[config.mk]
export PLATFORM = sky130hd
export DESIGN_NAME = icache_fill
export DESIGN_NICKNAME = d
export VERILOG_FILES = /design/src/rtl/icache_fill.sv
export SDC_FILE = /design/constraint.sdc
export NUM_CORES = 2
export LEC_CHECK = 0
export ABC_AREA = 1
export BUFFER_PORTS_ARGS = -buffer_cell sky130_fd_sc_hd__buf_4
export CAP_MARGIN = 20
export CORE_ASPECT_RATIO = 0.6
export CORE_MARGIN = 8
export CORE_UTILIZATION = 40
export CTS_BUF_LIST = sky130_fd_sc_hd__clkbuf_4 sky130_fd_sc_hd__clkbuf_8 sky130_fd_sc_hd__clkbuf_16
export CTS_CLUSTER_SIZE = 12
export DETAILED_ROUTE_END_ITERATION = 10
export PLACE_DENSITY_LB_ADDON = 0.05
export SYNTH_ARGS = -nofsm -noshare
export SYNTH_HDL_FRONTEND = slang
export SYNTH_SLANG_ARGS = --single-unit
[constraint.sdc]
create_clock -name clk -period 16.3 [get_ports clk]
set_input_delay 4.89 -clock clk [delete_from_list [all_inputs] [get_ports clk]]
set_output_delay 4.89 -clock clk [all_outputs]
set_load 0.05 [all_outputs]
[src/rtl/icache_fill.sv]
// icache_fill: direct-mapped instruction cache with a two-block fill.
// A miss fetches the missing block and the block that follows it in a
// single memory access. The two blocks go into adjacent lines, so
// sequential code that runs into the next block still hits.
module icache_fill #(
  parameter int WORD_SIZE  = 32,
  parameter int BLOCK_SIZE = 128,
  parameter int LINES      = 8
) (
  input  logic                  clk,
  input  logic                  rst_n,
  input  logic                  fetch_req,
  input  logic [WORD_SIZE-1:0]  fetch_addr,
  output logic                  fetch_ready,
  output logic                  fetch_valid,
  output logic [WORD_SIZE-1:0]  fetch_inst,
  input  logic                  flush,
  output logic                  mem_rd,
  output logic [WORD_SIZE-1:0]  mem_addr,
  input  logic [BLOCK_SIZE-1:0] mem_out1,
  input  logic [BLOCK_SIZE-1:0] mem_out2
);

  localparam int WORDS     = BLOCK_SIZE / WORD_SIZE;
  localparam int BSEL_BITS = $clog2(WORD_SIZE / 8);
  localparam int WSEL_BITS = $clog2(WORDS);
  localparam int OFS_BITS  = $clog2(BLOCK_SIZE / 8);
  localparam int IDX_BITS  = $clog2(LINES);
  localparam int TAG_BITS  = WORD_SIZE - OFS_BITS - IDX_BITS;
  localparam logic [WORD_SIZE-1:0] BLOCK_BYTES = WORD_SIZE'(BLOCK_SIZE / 8);

  typedef enum logic [1:0] {
    S_IDLE,
    S_CHECK,
    S_WAIT
  } state_t;

  state_t state, state_nxt;

  logic [WORD_SIZE-1:0]  req_addr;
  logic [LINES-1:0]      line_valid;
  logic [TAG_BITS-1:0]   line_tag  [LINES];
  logic [BLOCK_SIZE-1:0] line_data [LINES];

  // Fields of the pending request, and of the block that follows it.
  logic [IDX_BITS-1:0]   req_idx;
  logic [TAG_BITS-1:0]   req_tag;
  logic [WSEL_BITS-1:0]  req_wsel;
  logic [WORD_SIZE-1:0]  blk_base;
  logic [WORD_SIZE-1:0]  nxt_base;
  logic [IDX_BITS-1:0]   nxt_idx;
  logic [TAG_BITS-1:0]   nxt_tag;
  logic                  line_hit;
  logic [BLOCK_SIZE-1:0] hit_line;
  logic [WORD_SIZE-1:0]  sel_word;
  logic                  accept;
  logic                  unused_bits;

  assign req_idx  = req_addr[OFS_BITS +: IDX_BITS];
  assign req_tag  = req_addr[OFS_BITS+IDX_BITS +: TAG_BITS];
  assign req_wsel = req_addr[BSEL_BITS +: WSEL_BITS];
  assign blk_base = {req_addr[WORD_SIZE-1:OFS_BITS], {OFS_BITS{1'b0}}};
  // Following block; its address wraps into the next tag when idx is last.
  assign nxt_base = blk_base + BLOCK_BYTES;
  assign nxt_idx  = nxt_base[OFS_BITS +: IDX_BITS];
  assign nxt_tag  = nxt_base[OFS_BITS+IDX_BITS +: TAG_BITS];
  // Byte-within-word bits and the always-zero block offset are not used.
  assign unused_bits = ^{req_addr[BSEL_BITS-1:0], nxt_base[OFS_BITS-1:0]};

  assign line_hit = line_valid[req_idx] && (line_tag[req_idx] == req_tag);
  assign hit_line = line_data[req_idx];
  assign accept   = fetch_req && fetch_ready;

  // Pick the requested word from the line; word 0 is in the top bits.
  always_comb begin
    // NOTE: default every combinational output first so that no path can infer a latch.
    sel_word = '0;
    for (int w = 0; w < WORDS; w++) begin
      if (req_wsel == WSEL_BITS'(w)) begin
        sel_word = hit_line[BLOCK_SIZE-1-w*WORD_SIZE -: WORD_SIZE];
      end
    end
  end

  // State register.
  always_ff @(posedge clk or negedge rst_n) begin
    // NOTE: sequential state uses non-blocking assignments only, so every flop samples pre-edge values.
    if (!rst_n) state <= S_IDLE;
    else        state <= state_nxt;
  end

  // Next-state logic: a hit with a new request stays in CHECK for streaming.
  always_comb begin
    state_nxt = state;
    unique case (state)
      S_IDLE:  if (fetch_req) state_nxt = S_CHECK;
      S_CHECK: begin
        if (!line_hit)      state_nxt = S_WAIT;
        else if (fetch_req) state_nxt = S_CHECK;
        else                state_nxt = S_IDLE;
      end
      S_WAIT:  state_nxt = S_CHECK;
      default: state_nxt = S_IDLE;
    endcase
  end

  // Outputs: a hit returns its word combinationally, a miss strobes memory once.
  always_comb begin
    fetch_ready = 1'b0;
    fetch_valid = 1'b0;
    fetch_inst  = '0;
    mem_rd      = 1'b0;
    mem_addr    = '0;
    unique case (state)
      S_IDLE:  fetch_ready = 1'b1;
      S_CHECK: begin
        if (line_hit) begin
          fetch_ready = 1'b1;
          fetch_valid = 1'b1;
          fetch_inst  = sel_word;
        end else begin
          mem_rd   = 1'b1;
          mem_addr = blk_base;
        end
      end
      default: ;
    endcase
  end

  // Capture the address of each accepted request.
  always_ff @(posedge clk or negedge rst_n) begin
    if (!rst_n)      req_addr <= '0;
    else if (accept) req_addr <= fetch_addr;
  end

  // Valid bits: flush wins over a fill landing in the same cycle.
  always_ff @(posedge clk or negedge rst_n) begin
    if (!rst_n) begin
      line_valid <= '0;
    end else if (flush) begin
      line_valid <= '0;
    end else if (state == S_WAIT) begin
      line_valid[req_idx] <= 1'b1;
      line_valid[nxt_idx] <= 1'b1;
    end
  end

  // Tag and data storage, written only by an unflushed fill.
  // NOTE: storage arrays have no reset; the valid bits alone decide whether a line holds data.
  always_ff @(posedge clk) begin
    if (state == S_WAIT && !flush) begin
      line_tag[req_idx]  <= req_tag;
      line_data[req_idx] <= mem_out1;
      line_tag[nxt_idx]  <= nxt_tag;
      line_data[nxt_idx] <= mem_out2;
    end
  end

endmodule

Yosys cells after proc, flatten, opt, wreduce, memory -nomap -nowiden
Memory sizes are Yosys's and may differ from the RTL's.
Cells that the tools add are included.
{ "word_totals": {"reg_bits": 42, "ram_bits": 1224, "inputBits": 292, "out_inout_bits": 67, "elab_cells": 55, "memories": 2} }
{ "memory_table": {"columns": ["memory", "depth", "word_bits", "read_ports", "rd_ports_with_merged_regs", "write_ports", "line_no", "rtl"], "rows": [
  ["line_data", 8, 128, 1, 0, 2, "43", "logic [BLOCK_SIZE-1:0] line_data [LINES];"],
  ["line_tag", 8, 25, 1, 0, 2, "42", "logic [TAG_BITS-1:0] line_tag [LINES];"]
]} }
{ "classes": {"addsub": 1, "order_cmp": 4, "n_eq_ne": 7, "n_mux": 27, "n_bitwise": 2, "n_reduce_logical": 9} }
{ "op_table": {"columns": ["cell", "count"], "rows": [
  ["two-way mux 32 bit", 8],
  ["adder 32 x 5 -> 32 bit, second input constant", 1],
  ["== test 25 bit", 1],
  ["two-way mux 8 bit", 2],
  ["bitwise OR 8 bit", 2],
  ["two-way mux 1 bit", 10],
  ["less-than comparator 3 x 4 -> 1 bit, second input constant", 2],
  ["demux 1 bit (select 3 bit)", 2],
  ["== test 2 bit, second input constant", 3],
  ["greater-or-equal comparator 3 x 1 -> 1 bit, second input constant", 2],
  ["case mux 2 bit (3 select lines)", 1],
  ["logical AND 1 bit", 5],
  ["== test 2 x 1 -> 1 bit, second input constant", 2],
  ["zero test 2 bit", 2],
  ["two-way mux 2 bit", 2],
  ["binary-select mux 1 bit (select 3 bit)", 1],
  ["inequality test 2 bit, second input constant", 1],
  ["case mux 1 bit (2 select lines)", 1],
  ["nonzero test 2 bit", 1],
  ["zero test 1 bit", 1]
]} }

Logic depth before layout (Yosys ltp)
{ "logic_depth": {"depth_word": 8, "mapped_depth": 20, "mapped_depth_nobuf": 17} }

Worst setup path after synthesis
OpenSTA, ideal clock, no wires.
{ "synth_timing": {"path_type": "in2reg", "start": "input flush", "end": "register line_valid[5]", "setup_ps": 148, "arrival_time_ps": 17114, "required_time_ps": 16152, "slack_ps": -962, "cell_stages": 5, "path_buffers": 2, "cell_sequence": "buf_2 -> or2_2 -> clkbuf_1 -> o21ai_0 -> o21bai_1"} }
{ "synth_via": {"elab_chain_cells": 1} }
{ "synth_rtl": {"columns": ["element", "line_no", "rtl"], "rows": [
  ["start: declaration", "17", "input logic flush,"],
  ["two-way mux 8 bit or nonzero test 2 bit (tied branches)", null, null],
  ["end signal: assignment", "139", "line_valid <= '0;"],
  ["end signal: assignment", "141", "line_valid <= '0;"],
  ["end signal: indexed assignment", "143", "line_valid[req_idx] <= 1'b1;"],
  ["end: declaration", "41", "logic [LINES-1:0] line_valid;"]
]} }
Parallel ways exist; a longest one is shown, timed or not.
A chain may end at the register's enable or synchronous reset.

Final worst setup path
{ "layout_timing": {"start": "register req_addr[6]", "end": "output fetch_inst[13]"} }
{ "layout_via": {"elab_chain_cells": 7} }
{ "layout_rtl": {"columns": ["element", "line_no", "rtl"], "rows": [
  ["start: declaration", "40", "logic [WORD_SIZE-1:0] req_addr;"],
  ["start signal: assignment", "133", "else if (accept) req_addr <= fetch_addr;"],
  ["memory (8 x 128 bit)", null, null],
  ["two-way mux 32 bit (4 in series)", "79", "if (req_wsel == WSEL_BITS'(w)) begin"],
  ["two-way mux 32 bit *", "117", "if (line_hit) begin"],
  ["two-way mux 32 bit *", "114", "unique case (state)"],
  ["end: declaration", "16", "output logic [WORD_SIZE-1:0] fetch_inst,"]
]} }
Mark *: on every way between the ends. The rest lies on a longest branch, timed or not. The select of a mux whose other input is x is not followed.

==> run summary <==
final core utilization: 45.4%
H-tree Lvls: 4
Residual DRC: 0
postcts setup bufs: 0
Tmin final: 10940 ps
layout cells sized above 1: 12.3%
initial antenna violation count: 29
Core Area: 150000 sq um
Gate Count Post-Synth: 6244
most common cell after layout, fill and taps aside: nand2_1
EDFF count, synth: 1224
NetSw: 4.11 mW
Pleak: 26.8 nW
sequential cell fraction of total power: 39.4%
largest net degree at the start of global routing: 201
GPL Wtd Cong: 0.788
worst skew pair latency: 760 ps
Pint: 6.54 mW
RSZ-0062 raised after global routing: no
Setup crit start kind: flop
Die ar.: 164000 sq um
clk_skew: 27.9 ps
worst hold endpoint: line_valid[5]
vias: 46075
CTS Sinks: 1264
GR Overflow Total: 0
final period utilization: 67.1%
Layout area overhead: 12.8%
reg2reg path depth: 10
worst endpoint data arrival time: 6050 ps
Worst Hold Path Cells: 2
Worst Path Required: 11410 ps
wire length per cell: 27.1 um
relative slew slack: 15.8%
peak supply drop: 111 uV
hold-fix buffers at CTS: 0
Initial Util: 40.3%
register area share after synthesis: 62.4%
cts repair resizes: 0
Avg Cell Area, Syn: 9.69 sq um
Slew @ Worst Pin: 1260 ps
status: finished clean
DRT antenna net count: 0
Chip Width: 518 um
reg-to-reg endpoint: line_data[1][113]
vias in the first global route: 43389
worst hold slack: 508 ps
Die H: 317 um
pwr/cell area: 156 nW/um^2
synthesized cell area: 60500 sq um
port bufs: 352
switch share: 38.6%
DR vias/cell: 5.55
Root Buffer: clkbuf_16
Num CTS Buffers: 134
drt first-iter violations: 5068
Yosys reg bits: 1264
gr usage total: 26.5%
top sig layer: met5
final WL: 225000 um
flop2flop setup slack: 10900 ps
Pins Over Slew Limit: 0
clock power share: 28.2%
Final #Nets: 6473
most frequent cells in the layout: 1658 x nand2_1, 1224 x edfxtp_1, 1170 x o21ai_0, 453 x buf_4, 324 x inv_1
CTS tree: built
element type at the critical path end: output pin
Reg clk slew, reported paths: 60 ps
dpl hpwl: 127000 um
# fillers: 14134
Pre-antenna DRT Iters: 6
CP Class: reg2out
Critical R2R Launch: req_addr[4]
metal3 WL: 18300 um
final hold viol count: 0
I/O pin total: 359
first-pass GRT wire length: 321000 um
count of different cell masters after synthesis: 41
highest clock rate: 91.4 MHz
row cnt: 110
Max clock buf depth: 3
max_cap viols: 0
Post-Route M1 WL: 99900 um
met2 routed WL: 101000 um
Hold Path Class: reg2reg
Final setup violation count: 0
Max FO, Critical Path: 36
dominant synthesized flop cell: edfxtp_1
Logic pwr share: 32.4%
YS warnings: 0
worst hold start: line_valid[5]
FFs w/ async S/R, synth: 3.16%
worst max path at each step:
| stage | start | end | slack [ps] |
|---|---|---|---|
| floorplan | flush | line_valid[5] | -960 |
| global placement | req_addr[6] | fetch_inst[1] | 6030 |
| detailed placement | req_addr[6] | fetch_inst[1] | 5980 |
| CTS | req_addr[6] | fetch_inst[1] | 5170 |
| global route | req_addr[6] | fetch_inst[13] | 5160 |
| finish | req_addr[6] | fetch_inst[13] | 5360 |
stage by stage:
stage | setup TNS, ps | cells | total power, mW | setup slack (ps) | area [sq um]
6_report | 0 | 8302 | 10.7 | 5360 | 68200
2_1_floorplan | -1015470 | 6247 | 6.34 | -962 | 60500
3_3_place_gp | 0 | 8057 | 7.68 | 6030 | 64000
5_1_grt | 0 | 8295 | 11.1 | 5160 | 68200
3_5_place_dp | 0 | 8058 | 7.71 | 5980 | 64100
4_1_cts | 0 | 8282 | 10.7 | 5170 | 68200
power by group through the flow:
stage | registers, mW | clock network (mW) | logic (mW)
2_1_floorplan | 4.31 | 0 | 2.03
3_3_place_gp | 4.26 | 0 | 3.42
3_5_place_dp | 4.27 | 0 | 3.44
4_1_cts | 4.20 | 3.05 | 3.45
5_1_grt | 4.23 | 3.17 | 3.72
6_report | 4.20 | 3.01 | 3.45
cells by family after synthesis:
kind of cell             count (synthesis)  share of synthesized area, %
AO/OA/AOI/OAI                         1698                          15.7
AND/OR/NAND/NOR                       2254                          14.8
adder cells (fa/ha/maj)                  1                        0.0207
other                                    1                       0.00620
flip-flops                            1264                          62.4
XOR/XNOR                                23                         0.333
buffers and inverters                 1003                          6.67
metal layers:
layer | vias up | global-route usage (%)
met3 | 283 | 6.18
met5 | - | 0
met1 | 22369 | 37.5
li1 | 21609 | -
met4 | 18 | 7.06
met2 | 1796 | 41.2
synthesized netlist by cell type (8+ instances only):
cell / number / area share [%]
a21oi_1: 23 / 0.19
a221oi_1: 18 / 0.26
a22o_1: 14 / 0.20
a22oi_1: 23 / 0.29
buf_1: 14 / 0.087
buf_2: 101 / 0.84
buf_4: 9 / 0.11
clkbuf_1: 449 / 2.8
clkbuf_2: 90 / 0.74
dfrtp_1: 40 / 1.7
edfxtp_1: 1224 / 61
inv_1: 326 / 2.0
inv_2: 8 / 0.050
nand2_1: 1672 / 10
nand3_1: 165 / 1.4
nand4_1: 24 / 0.25
nor2_1: 287 / 1.8
nor3_1: 34 / 0.28
nor4_1: 8 / 0.083
o2111ai_1: 23 / 0.33
o21ai_0: 1178 / 9.7
o21ai_1: 14 / 0.12
o21bai_1: 11 / 0.14
o221ai_1: 17 / 0.25
o22ai_1: 288 / 3.0
o31ai_1: 15 / 0.19
o41ai_1: 59 / 0.85
or2_2: 46 / 0.48
xor2_1: 23 / 0.33
sequential cells by signal, indices dropped and copies added, names as in the netlist:
| register | count |
|---|---|
| line_tag | 200 |
| req_addr | 30 |
| line_valid | 8 |
| state | 2 |
| line_data | 1024 |
area by class of cell:
class | instances | area [sq um] | share of cell area, %
Sequential cell | 1264 | 37800 | 55.3
Multi-Input combinational cell | 3980 | 19000 | 27.8
Clock buffer | 183 | 3890 | 5.69
Timing Repair Buffer | 460 | 3510 | 5.14
Tap cell | 2016 | 2520 | 3.70
Inverter | 340 | 1280 | 1.88
Clock inverter | 41 | 243 | 0.356
Antenna cell | 18 | 45.0 | 0.0660
worst max-delay path, stage by stage (launching register included):
cell	delay, ps
dfrtp_1	680
inv_2	380
nor2_2	50
buf_4	290
nand2_4	530
buf_4	710
buf_4	660
o22ai_1	130
nor3_1	260
o221ai_1	420
nand2_1	380
o211ai_1	140
nor2_1	270
buf_4	260
Note: power is estimated with default switching activity, not from simulation.
